[config.mk]
export PLATFORM = sky130hd
export DESIGN_NAME = rc_pwm_capture
export DESIGN_NICKNAME = d
export VERILOG_FILES = /design/src/rtl/rc_pkg.sv /design/src/rtl/sync_level.sv /design/src/rtl/rc_pwm_capture.sv
export SDC_FILE = /design/constraint.sdc
export NUM_CORES = 1
export LEC_CHECK = 0
export ABC_AREA = 1
export CAP_MARGIN = 20
export CORE_MARGIN = 1.5
export CORE_UTILIZATION = 56
export DETAILED_ROUTE_END_ITERATION = 16
export PLACE_DENSITY = 0.8
export SYNTH_ARGS = -nofsm -noshare
export SYNTH_HDL_FRONTEND = slang
export SYNTH_SLANG_ARGS = --single-unit
[constraint.sdc]
create_clock -name clk_i -period 2.2 [get_ports clk_i]
set_input_delay 0.44 -clock clk_i [delete_from_list [all_inputs] [get_ports clk_i]]
set_output_delay 0.44 -clock clk_i [all_outputs]
set_load 0.02 [all_outputs]
[src/rtl/rc_pkg.sv]
// Shared types and default timing constants for the RC receiver capture blocks.
package rc_pkg;

  // 50 ms and 0.5 ms at a 100 MHz capture clock
  localparam int unsigned RC_TIMEOUT_CYC  = 5_000_000;
  localparam int unsigned RC_MIN_HIGH_CYC = 50_000;

  typedef enum logic [1:0] {
    CAP_IDLE = 2'd0,
    CAP_HIGH = 2'd1,
    CAP_LOW  = 2'd2
  } rc_cap_state_e;

endpackage

[src/rtl/sync_level.sv]
// Level synchronizer with registered edge strobes for an asynchronous input pin.
// Ports:
//   clk_i   capture clock
//   rstn_i  asynchronous active-low reset
//   d_i     asynchronous input level
//   rise_o  one-cycle strobe on a synchronized 0->1 transition
//   fall_o  one-cycle strobe on a synchronized 1->0 transition
module sync_level #(
  parameter int unsigned STAGES = 2
) (
  input  logic clk_i,
  input  logic rstn_i,
  input  logic d_i,
  output logic rise_o,
  output logic fall_o
);

  logic [STAGES-1:0] sync_q;
  logic              s_d_q;
  logic              rise_q;
  logic              fall_q;

  // Synchronizer chain, one-cycle-delayed copy and edge strobes
  always_ff @(posedge clk_i or negedge rstn_i) begin
    if (!rstn_i) begin
      sync_q <= '0;
      s_d_q  <= 1'b0;
      rise_q <= 1'b0;
      fall_q <= 1'b0;
    end else begin
      sync_q <= {sync_q[STAGES-2:0], d_i};
      s_d_q  <= sync_q[STAGES-1];
      rise_q <= sync_q[STAGES-1] & ~s_d_q;
      fall_q <= ~sync_q[STAGES-1] & s_d_q;
    end
  end

  assign rise_o = rise_q;
  assign fall_o = fall_q;

endmodule

[src/rtl/rc_pwm_capture.sv]
// Measures high time and rise-to-rise period of one RC servo PWM channel.
// Optional glitch filter: define RC_PWM_CAP_GLITCH_EN to reject high pulses
// shorter than MIN_HIGH_CYC.
// Ports:
//   clk_i      capture clock
//   rstn_i     asynchronous active-low reset
//   en_i       capture enable
//   pwm_i      asynchronous PWM input from the receiver pin
//   high_o     last accepted high time in cycles
//   period_o   last accepted rise-to-rise period in cycles
//   valid_o    one-cycle strobe, high_o/period_o updated
//   timeout_o  no rising edge for TIMEOUT_CYC cycles
module rc_pwm_capture
  import rc_pkg::*;
#(
  parameter int unsigned CNT_W        = 24,
  parameter int unsigned SYNC_STAGES  = 2,
  parameter int unsigned TIMEOUT_CYC  = RC_TIMEOUT_CYC,
  parameter int unsigned MIN_HIGH_CYC = RC_MIN_HIGH_CYC
) (
  input  logic             clk_i,
  input  logic             rstn_i,
  input  logic             en_i,
  input  logic             pwm_i,
  output logic [CNT_W-1:0] high_o,
  output logic [CNT_W-1:0] period_o,
  output logic             valid_o,
  output logic             timeout_o
);

  localparam logic [CNT_W-1:0] CNT_MAX     = '1;
  localparam logic [CNT_W-1:0] TIMEOUT_LIM = CNT_W'(TIMEOUT_CYC);

  rc_cap_state_e    state_q, state_d;
  logic [CNT_W-1:0] cnt_q, cnt_d;
  logic [CNT_W-1:0] shadow_q, shadow_d;
  logic [CNT_W-1:0] high_q, high_d;
  logic [CNT_W-1:0] period_q, period_d;
  logic             valid_q, valid_d;
  logic             timeout_q, timeout_d;
  logic             sync_rise, sync_fall;
  logic             timed_out_c;
  logic             glitch_c;

  sync_level #(
    .STAGES (SYNC_STAGES)
  ) u_sync (
    .clk_i  (clk_i),
    .rstn_i (rstn_i),
    .d_i    (pwm_i),
    .rise_o (sync_rise),
    .fall_o (sync_fall)
  );

  assign timed_out_c = (cnt_q >= TIMEOUT_LIM);

`ifdef RC_PWM_CAP_GLITCH_EN
  assign glitch_c = (cnt_q < CNT_W'(MIN_HIGH_CYC));
`else
  logic unused_min_c;
  assign glitch_c     = 1'b0;
  assign unused_min_c = ^CNT_W'(MIN_HIGH_CYC);
`endif

  // Cycle counter: restarts at 1 on every rise, parked at 0 while idle
  always_comb begin
    cnt_d = cnt_q;
    if (sync_rise) begin
      cnt_d = CNT_W'(1);
    end else if (state_q == CAP_IDLE) begin
      cnt_d = '0;
    end else if (cnt_q != CNT_MAX) begin
      cnt_d = cnt_q + CNT_W'(1);
    end
  end

  // Capture FSM next state and output updates
  always_comb begin
    state_d   = state_q;
    shadow_d  = shadow_q;
    high_d    = high_q;
    period_d  = period_q;
    valid_d   = 1'b0;
    timeout_d = timeout_q;
    if (!en_i) begin
      state_d = CAP_IDLE;
    end else begin
      unique case (state_q)
        CAP_IDLE: begin
          if (sync_rise) state_d = CAP_HIGH;
        end
        CAP_HIGH: begin
          if (sync_fall) begin
            if (glitch_c) begin
              state_d = CAP_IDLE;
            end else begin
              state_d  = CAP_LOW;
              shadow_d = cnt_q;
            end
          end else if (timed_out_c) begin
            state_d   = CAP_IDLE;
            timeout_d = 1'b1;
          end
        end
        CAP_LOW: begin
          // A rise in the timeout cycle still completes the frame
          if (sync_rise) begin
            state_d   = CAP_HIGH;
            high_d    = shadow_q;
            period_d  = cnt_q;
            valid_d   = 1'b1;
            timeout_d = 1'b0;
          end else if (timed_out_c) begin
            state_d   = CAP_IDLE;
            timeout_d = 1'b1;
          end
        end
        default: state_d = CAP_IDLE;
      endcase
    end
  end

  // State, counter and output registers
  always_ff @(posedge clk_i or negedge rstn_i) begin
    if (!rstn_i) begin
      state_q   <= CAP_IDLE;
      cnt_q     <= '0;
      shadow_q  <= '0;
      high_q    <= '0;
      period_q  <= '0;
      valid_q   <= 1'b0;
      timeout_q <= 1'b0;
    end else begin
      state_q   <= state_d;
      cnt_q     <= cnt_d;
      shadow_q  <= shadow_d;
      high_q    <= high_d;
      period_q  <= period_d;
      valid_q   <= valid_d;
      timeout_q <= timeout_d;
    end
  end

  assign high_o    = high_q;
  assign period_o  = period_q;
  assign valid_o   = valid_q;
  assign timeout_o = timeout_q;

endmodule

### After elaboration in Yosys (flattened, before gate mapping)

Index checks and enable logic that the tools add are counted.
Widths: inputs -> output; s select.

* flip-flop bits (word level): 105
* logic and storage cells: 44

* $add $sub $neg: 1
* $lt $le $gt $ge: 1
* muxes and demuxes: 16
* equality and inequality tests: 5
* reductions and logical operators: 6
* bitwise operators: 4

Operators with widths (count)
* $mux 24: 3
* $add 24x1->24 const B: 1
* $ge 24x23->1 const B: 1
* $ne 24x24->1 const B: 1
* $mux 2: 5
* $reduce_and 3->1: 3
* $mux 1: 6
* $pmux 2 s3: 1
* $ne 3x2->1 const B: 1
* $reduce_bool 3->1: 1
* $and 1x1->1: 2
* $eq 2x1->1 const B: 1
* $eq 2x2->1 const B: 1
* $logic_not 2->1: 1
* $ne 2x2->1 const B: 1
* $not 1->1: 2
* $pmux 1 s2: 1
* $reduce_bool 2->1: 1

### Depth between registers and ports, before layout

Gate-level depths: netlist of run 1.

* word-level depth: 5
* depth in mapped cells: 8

### Cells and area by module

From an unflattened synthesis of run 1, not the netlist that was laid out.

* cell total of the unflattened synthesis: 558
* area total of the unflattened synthesis: 4694.5 um2

Modules (own cells, without submodules)
* rc_pwm_capture: instances 1, sequential area each 2502.4 um2, area an instance 4554.4 um2, cells each 549
* sync_level: instances 1, sequential area each 125.1 um2, area an instance 140.1 um2, cells each 9

### Worst setup path after synthesis of run 1

Ideal clock, no wire load.

* path type: reg-to-reg
* start: register cnt_q[0]
* end: register cnt_q[2]
* arrival time: 1.449 ns
* buffers on the path: 1
* period minus slack after synthesis: 1.553 ns
* cell stages (with the launch flop): 9
* required time: 2.096 ns
* slack: 0.647 ns
* path through: dfrtp_1 ha_1 nand3_2 inv_2 nand2_2 nor2_4 nand4_4 buf_6 o41ai_2

* word-level cells in the longest chain between the ends: 4

RTL lines
* start: declaration: line rc_pwm_capture.sv:35 `logic [CNT_W-1:0] cnt_q, cnt_d;`
* start signal: assignment: line rc_pwm_capture.sv:135 `cnt_q <= cnt_d;`
* $add 24x1->24: line rc_pwm_capture.sv:73 `cnt_d = cnt_q + CNT_W'(1);`
* $mux 24: line rc_pwm_capture.sv:72 `end else if (cnt_q != CNT_MAX) begin`
* $mux 24: line rc_pwm_capture.sv:70 `end else if (state_q == CAP_IDLE) begin`
* $mux 24: line rc_pwm_capture.sv:68 `if (sync_rise) begin`

Parallel ways exist; a longest one is shown, timed or not. The select of a mux whose other input is x is not followed.
A chain may end at the register's enable or synchronous reset.

### Final worst setup path of run 1

* start: register cnt_q[0]
* end: register cnt_q[12]

The elaborated chain is that of the path after synthesis.

==> reports/summary.md, run 1 <==
The initial utilization of the core area, before any placement, comes to 57.3%. Static timing analysis puts the maximum clock frequency at 0.549 GHz. Data on the critical path is required at its endpoint by 2490 ps. The post-synthesis cell type with the largest combined area was dfrtp_1.

The number of cells traversed by the worst register-to-register path is 8, and the number of max-slew violations in the final report is 0. The fraction of final layout cells with drive strength greater than 1 was 9.53%. STA puts the critical path data arrival time at 2110 ps. Remaining number of nets flagged by the antenna check after routing: 0.

For this run, the slowest stage of the critical path takes 480 ps. The sequential cells in the finished layout cover a total of 2630 um2. The final-report hold violation count came out at 0. In this run the core area contains 33 standard-cell rows. The number of antenna violations at the first check in global routing came out at 0.

The number of vias per cell after detailed routing is 5.35. The most common cell in the synthesized netlist is nand2_1. The repair_antennas step left the layout with diodes totalling 0. TritonCTS built the clock tree.

The reg-to-reg critical path endpoint was cnt_q[12]. The number of clock buffers added by TritonCTS is 9. From bottom edge to top edge, the die measures 94.4 um. For the core footprint, the log shows 8180 um2. The floorplan die area came out at 8920 um2.

Traced cell by cell, the critical path runs through ha_1, nand3_2, inv_2, nand2_2, nor2_4, nand4_4, buf_4, o21ai_2. Setup repair after global routing left no endpoint under its margin. In the synthesized netlist, the cells that appear most often are nand2_1 (206), dfrtp_1 (105), nor2_1 (42). The proportion of power drawn by flip-flops and latches was 57.1%.

The analysis attributes to cell leakage a power of 0.00264 uW. CTS built an H-tree with a depth of 3. The clock input transition at the sequential cells of the worst setup and hold paths came out at 100 ps. The logs give 10900 um for the total routed wirelength and 5540 um2 for the area of all placed cells without fillers. The final setup TNS came out at 0 ps. For the finished layout, the period the worst path requires is 1820 ps. Main flop type after synthesis: dfrtp_1. The tools report the max capacitance violation total as 0.

After legalization and detailed placement, the total HPWL measured 7820 um. Standard cell area after detailed placement: 5360 um2. Entering global routing, the biggest net connects 106 pins. STA classifies the critical path endpoint as a register. After clock tree synthesis, the setup repair step added 0 buffers. The relative slew slack was 63.7%; the share of synthesized registers carrying an async set or reset was 100%. In the final routed layout, each cell accounts on average for 15.1 um. For this design the total switching power over the nets is 989 uW. In the global route stage, overall resource usage came out at 26.9%.

The run finished with clean final reports. The tools report the net count of the mapped netlist as 563. The worst slack on hold paths came out at 131 ps. The weighted congestion at the end of routability-driven global placement is 0.912, and the number of cells upsized or downsized after cts is 0.

The number of synthesized flops with an enable pin is 0, and the net count reported at finish is 620. The tools report the combined area of the multi-input logic cells as 1780 um2. The area growth from synthesis to layout is 18.4%.

The final clock skew came out at 14.3 ps. Prior to clock tree synthesis, the placed netlist has a worst setup slack of 389 ps. After synthesis, the mean cell area works out to 8.41 um2. For this block, the via count after detailed routing is 3877. The final critical path takes up 82.9% of the cycle. The floorplan step set the die width to 94.4 um. The clock root buffer is clkbuf_8.

The worst-path maximum fanout was 14. The layout has 680 filler cells. The via count of the first global-routing pass came out at 3683.

54 I/O pins were placed. The worst register-to-register path begins at cnt_q[0]. The transition time at the pin with the least slew margin was 544 ps; the number of buffers added to fix hold violations after cts was 0. In this run, the number of DRC markers left after iteration 0 of detailed routing was 210. In the routed design, unresolved DRC markers number 0.

Input and output buffers added on the ports amount to 53. The total power per unit cell area works out to 650 nW/um2. After synthesis the netlist holds a flip-flop and latch count of 105.

Combinational logic burns 11.1% of the power. The run gives 360 ps as the clock network latency to the later pin of the worst-skew pair. The internal power of the cells came out at 2610 uW. The first-pass detailed-route iteration total is 6. The cell area that synthesis handed to floorplanning was 4680 um2. The tools report the residual overflow from global routing as 0.

The run gives 56.1% as the sequential area share after synthesis. The launching element type of the critical path is a register. For the internal reg-to-reg setup slack, the log shows 380 ps.

The logs give 0 for the number of synthesis warnings and 31.7% for the power share of the clock group. The setup path with the least slack is of type register to register. The first global-routing pass estimated 18200 um of wire. The path class of the tightest hold or removal check is input pin to asynchronous set/reset pin. After technology mapping, the gate count stands at 557.

After synthesis, the largest area contributor takes up 56.1% of total cell area. For this design, the slowest cell found on the critical path is dfrtp_1. The largest buffer count on any clock path came out at 2. In this run switching power makes up 27.5% of total power. The tools report the maximum VDD drop as 0.334 mV. The critical path starts at cnt_q[0].

Count of final setup violators: 0. Yosys attributes the largest share of cell area to dfrtp_1 (56%), nand2_1 (17%), o21ai_0 (4.1%), nor2_1 (3.4%), inv_1 (3.2%). Clock tree synthesis found a total of 105 sinks. The count of distinct cell types in the synthesized netlist was 26; the setup slack of the critical path after layout was 377 ps.
## power groups by stage
stage / logic [uW] / registers (uW) / clock network, uW
floorplan: 108 / 2170 / 0
global placement: 395 / 2090 / 0
detailed placement: 404 / 2100 / 0
CTS: 404 / 2060 / 1170
global route: 434 / 2070 / 1250
finish: 400 / 2060 / 1140
## registers in the layout, indices dropped and copies added (netlist names)
name	count
u_sync.fall_o	1
high_o	24
cnt_q	24
timeout_o	1
period_o	24
u_sync.rise_o	1
valid_o	1
u_sync.sync_q	2
shadow_q	24
u_sync.s_d_q	1
state_q	2
## worst max-delay path: cells and delay by family (launching register included)
family | cells | cell delay (ps)
AND/OR/NAND/NOR | 4 | 630
adder cells (fa/ha/maj) | 1 | 240
AO/OA/AOI/OAI | 1 | 50
flip-flops | 1 | 480
buffers and inverters | 2 | 370
## metal layers
layer	track usage [%]	share of wire, %	wire length (um)
met1	38.6	46	5050
met2	40.4	46	5030
met3	4.03	4.6	501
met4	12.7	3.0	323
met5	0	0	0
## metrics by stage
step           total power (uW)  util [%]  instances
5_1_grt                    3760      67.8        724
3_3_place_gp               2490      65.5        708
6_report                   3600      67.8        724
4_1_cts                    3630      67.8        724
3_5_place_dp               2500      65.5        708
2_1_floorplan              2270         -        557
## cell usage in the layout (no fill, tap or decap), types with 4 or more instances in the layout
cell type	Yosys	routed
a21oi_1	5	5
buf_4	0	12
clkbuf_8	0	9
clkdlybuf4s50_1	0	52
dfrtp_1	105	105
inv_1	40	40
inv_2	5	5
nand2_1	206	206
nand3_1	27	27
nand4_1	16	16
nor2_1	42	42
nor2_2	4	4
o21ai_0	38	38
o21ai_1	24	24
o21ai_2	14	14
## cell families (layout without fill, tap and decap cells)
logic type,after synthesis,count (layout),share of synthesized area [%]
adder cells (fa/ha/maj),2,2,0.534
flip-flops,105,105,56.1
buffers and inverters,65,127,5.91
AO/OA/AOI/OAI,82,82,10.1
AND/OR/NAND/NOR,303,303,27.3
## final cells by class
| class | count | area share, % |
|---|---|---|
| Timing Repair Buffer | 66 | 11.7 |
| Clock buffer | 10 | 2.30 |
| Inverter | 45 | 3.05 |
| Multi-Input combinational cell | 387 | 32.1 |
| Sequential cell | 105 | 47.4 |
| Clock inverter | 6 | 1.04 |
| Tap cell | 105 | 2.37 |
## worst max path at each step
stage                        end  slack, ps  cells after the start
floorplan               cnt_q[2]        650                      8
global placement      high_o[11]        440                      6
detailed placement  period_o[13]        390                      7
CTS                  period_o[2]        370                      1
global route           cnt_q[12]        210                      8
finish                 cnt_q[12]        380                      8
(Power assumes the default switching activity.)
==> run 2, diff against run 1 <==
==> constraint.sdc (replaced) <==
create_clock -name clk_i -period 1.7 [get_ports clk_i]
set_input_delay 0.34 -clock clk_i [delete_from_list [all_inputs] [get_ports clk_i]]
set_output_delay 0.34 -clock clk_i [all_outputs]
set_load 0.02 [all_outputs]
==> run 2 against run 1 <==
Compared with the run above:
- the flow now finishes with violations (negative hold slack)
- worst hold slack lost 140 ps
- critical path type is now register to primary output
- combinational power up 22%
- critical path depth fell by 7
- worst setup slack worse by 330 ps
- total power rose by 31%
- global-route usage decreased by 0.13 points
- utilization up 1.7 points
- via count up 1.7%
- die area unchanged
- first-iteration DRC count up 32%
- clock skew is 2.2 ps lower
==> reports/summary.md, run 2 (synthesis gave the netlist of run 1 again) <==
Among all stages on the critical path, the largest delay is contributed by clkdlybuf4s50_1. The worst-path maximum fanout was 1 (-13). The area of all placed cells without fillers is 5680 um2 (+2.5%).

The path category of the worst min-delay check is input pin to asynchronous set/reset pin. The internal reg-to-reg setup slack came out at 60 ps (-320 ps). The kind of cell with the highest combined delay along the critical path is buffers and inverters.

The run gives 18200 um (+0.34%) as the first-pass GRT wire length. The worst register-to-register path ends at cnt_q[20]. The reg-to-reg startpoint was cnt_q[1]. The tools report the number of design-rule violations left by the first detailed-router iteration as 278 (+32%). The sum of net half-perimeters after detailed placement was 7730 um (-1.2%); the leakage power total was 0.00311 uW (+18%). The horizontal die dimension is 94.4 um (unchanged). The number of cells traversed by the worst register-to-register path was 7 (-1). The count of buffering cells on the critical path with inverters included was 1 (-1). The worst path uses 97.5% of the clock period. The run gives 42.3 ps (-335 ps) as the setup slack of the critical path after layout. The first-pass detailed-route iteration total was 5 (-1); the total number of clock tree sinks was 105 (unchanged).

The weighted congestion at the end of routability-driven global placement was 0.948 (+4.0%); the largest buffer count on any clock path was 2 (unchanged). The residual overflow from global routing was 0 (unchanged); the minimum clock period was 1660 ps. The standard cell area after detailed placement was 5450 um2 (+1.7%).

The tools report the clock root buffer as clkbuf_8. The number of vias per cell after detailed routing was 5.39 (+0.68%). The run finished, with violations left. The remaining design rule violation count came out at 0 (unchanged).

The max capacitance violation total was 0 (unchanged); the final clock skew was 12.1 ps (-2.17 ps). The count of port buffers added during placement came out at 53 (unchanged). The run gives 33 (unchanged) as the floorplan row count.

The deepest level of the CTS H-tree is 3 (unchanged), and the transition time at the pin with the least slew margin is 541 ps (-3.13 ps). Initial core utilization: 57.3% (unchanged). The remaining number of nets flagged by the antenna check after routing was 0 (unchanged); the antenna diode instance count was 0 (unchanged).

The net count reported at finish is 627 (+1.1%), and the core footprint is 8180 um2 (unchanged). Final routed wire length divided by cell count: 14.6 um (-3.2%). The tools report the launching element type of the critical path as a register. TritonCTS built the clock tree. The logs give 63.9% (+0.21 points) for the relative slew slack and 380 ps (+20 ps) for the clock network latency to the later pin of the worst-skew pair.

The end-of-flow core utilization is 69.5% (+1.7 points). Total chip power: 4720 uW (+31%). The critical path class was register to primary output.

The run gives 1320 ps (-790 ps) as the worst endpoint data arrival time. In the layout the commonest cells are nand2_1 (206), dfrtp_1 (105), nor2_1 (41). The worst slack on hold paths is -5.65 ps (-137 ps), and the number of top-level pins is 54 (unchanged). For the final-report hold violation count, the log shows 4 (+4). The library cell used most frequently in the layout, excluding fill and tap cells, is nand2_1. The via count came out at 3941 (+1.7%). The number of max-slew violations in the final report is 0 (unchanged). The number of buffers created by CTS came out at 9 (unchanged). The maximum VDD drop is 0.410 mV (+22%), and the die span in y is 94.4 um (unchanged).

Setup repair after global routing could not meet its margin everywhere. The number of antenna violations at the first check in global routing came out at 0 (unchanged). The tools report the worst path required time as 1360 ps (-1130 ps). The tools report the via count of the first global-routing pass as 3624 (-1.6%). Based on the critical path, the design can be clocked at up to 0.603 GHz. The critical path goes through clkdlybuf4s50_1. The biggest cell delay along the critical path is 600 ps (+120 ps). The total global routing track utilization was 26.8% (-0.13 points). The total power per unit cell area came out at 831 nW/um2 (+28%). The fraction of final layout cells with drive strength greater than 1 works out to 11.0% (+1.5 points).

The run gives 10700 um (-2.2%) as the total routed wirelength. The final reports fail on negative hold slack. From synthesis to final layout, the design area changed by 21.3%.

The tools report the floorplan die area as 8920 um2 (unchanged). The clock input transition at the sequential cells of the worst setup and hold paths came out at 110 ps (about the same). The count of final setup violators was 0 (unchanged); the worst setup timing slack at the placement stage was -5.99 ps (-395 ps). Buffers inserted during post-CTS setup optimization: 0 (unchanged). The run gives 106 (unchanged) as the pin count of the biggest net entering global routing. The worst setup path is captured at a primary output.
run 2: changes by cell type in the layout (fill, tap and decap cells not counted), sizes merged:
cell,change
dlymetal6s2s,+21
clkdlybuf4s50,-49
dlygate4sd2,+28
buf,+7
run 2: repair_timing:
item | in CTS | in global routing
hold buffers | 0 | 0
pin swaps | 0 | 1
setup endpoints to repair | 28 | 25
gates resized for setup | 28 | 25
gates cloned | 0 | 0
run 2: power breakdown:
group	internal [uW]	switching, uW
Sequential	2600	57.2
Clock	619	958
Combinational	176	313
Total	3390	1330
run 2: cell type report:
| cell class | instances | area [um2] |
|---|---|---|
| Clock inverter | 6 | 67.6 |
| Inverter | 45 | 169 |
| Sequential cell | 105 | 2630 |
| Tap cell | 105 | 131 |
| Multi-Input combinational cell | 387 | 1780 |
| Timing Repair Buffer | 73 | 762 |
| Clock buffer | 10 | 138 |
| Fill cell | 666 | 2500 |
run 2: worst max path at each step:
stage / from / end / depth (start not counted)
3_5_place_dp: en_i / high_o[4] / 6
6_report: valid_o / valid_o / 1
4_1_cts: high_o[19] / high_o[19] / 1
5_1_grt: cnt_q[1] / cnt_q[20] / 7
3_3_place_gp: en_i / period_o[20] / 7
2_1_floorplan: cnt_q[0] / cnt_q[2] / 8
run 2: through the flow:
stage | instances | TNS, ps
finish | 731 | 0
floorplan | 557 | 0
detailed placement | 715 | -5.99
global placement | 715 | 0
global route | 731 | -12.9
CTS | 731 | 0
run 2: layer usage:
| metal | up-vias | routed length (um) | GRT usage, % |
|---|---|---|---|
| met4 | 0 | 179 | 8.08 |
| met3 | 16 | 584 | 4.59 |
| met5 | - | 0 | 0 |
| met2 | 126 | 5040 | 41.1 |
| met1 | 1885 | 4860 | 39.2 |
| li1 | 1914 | - | - |
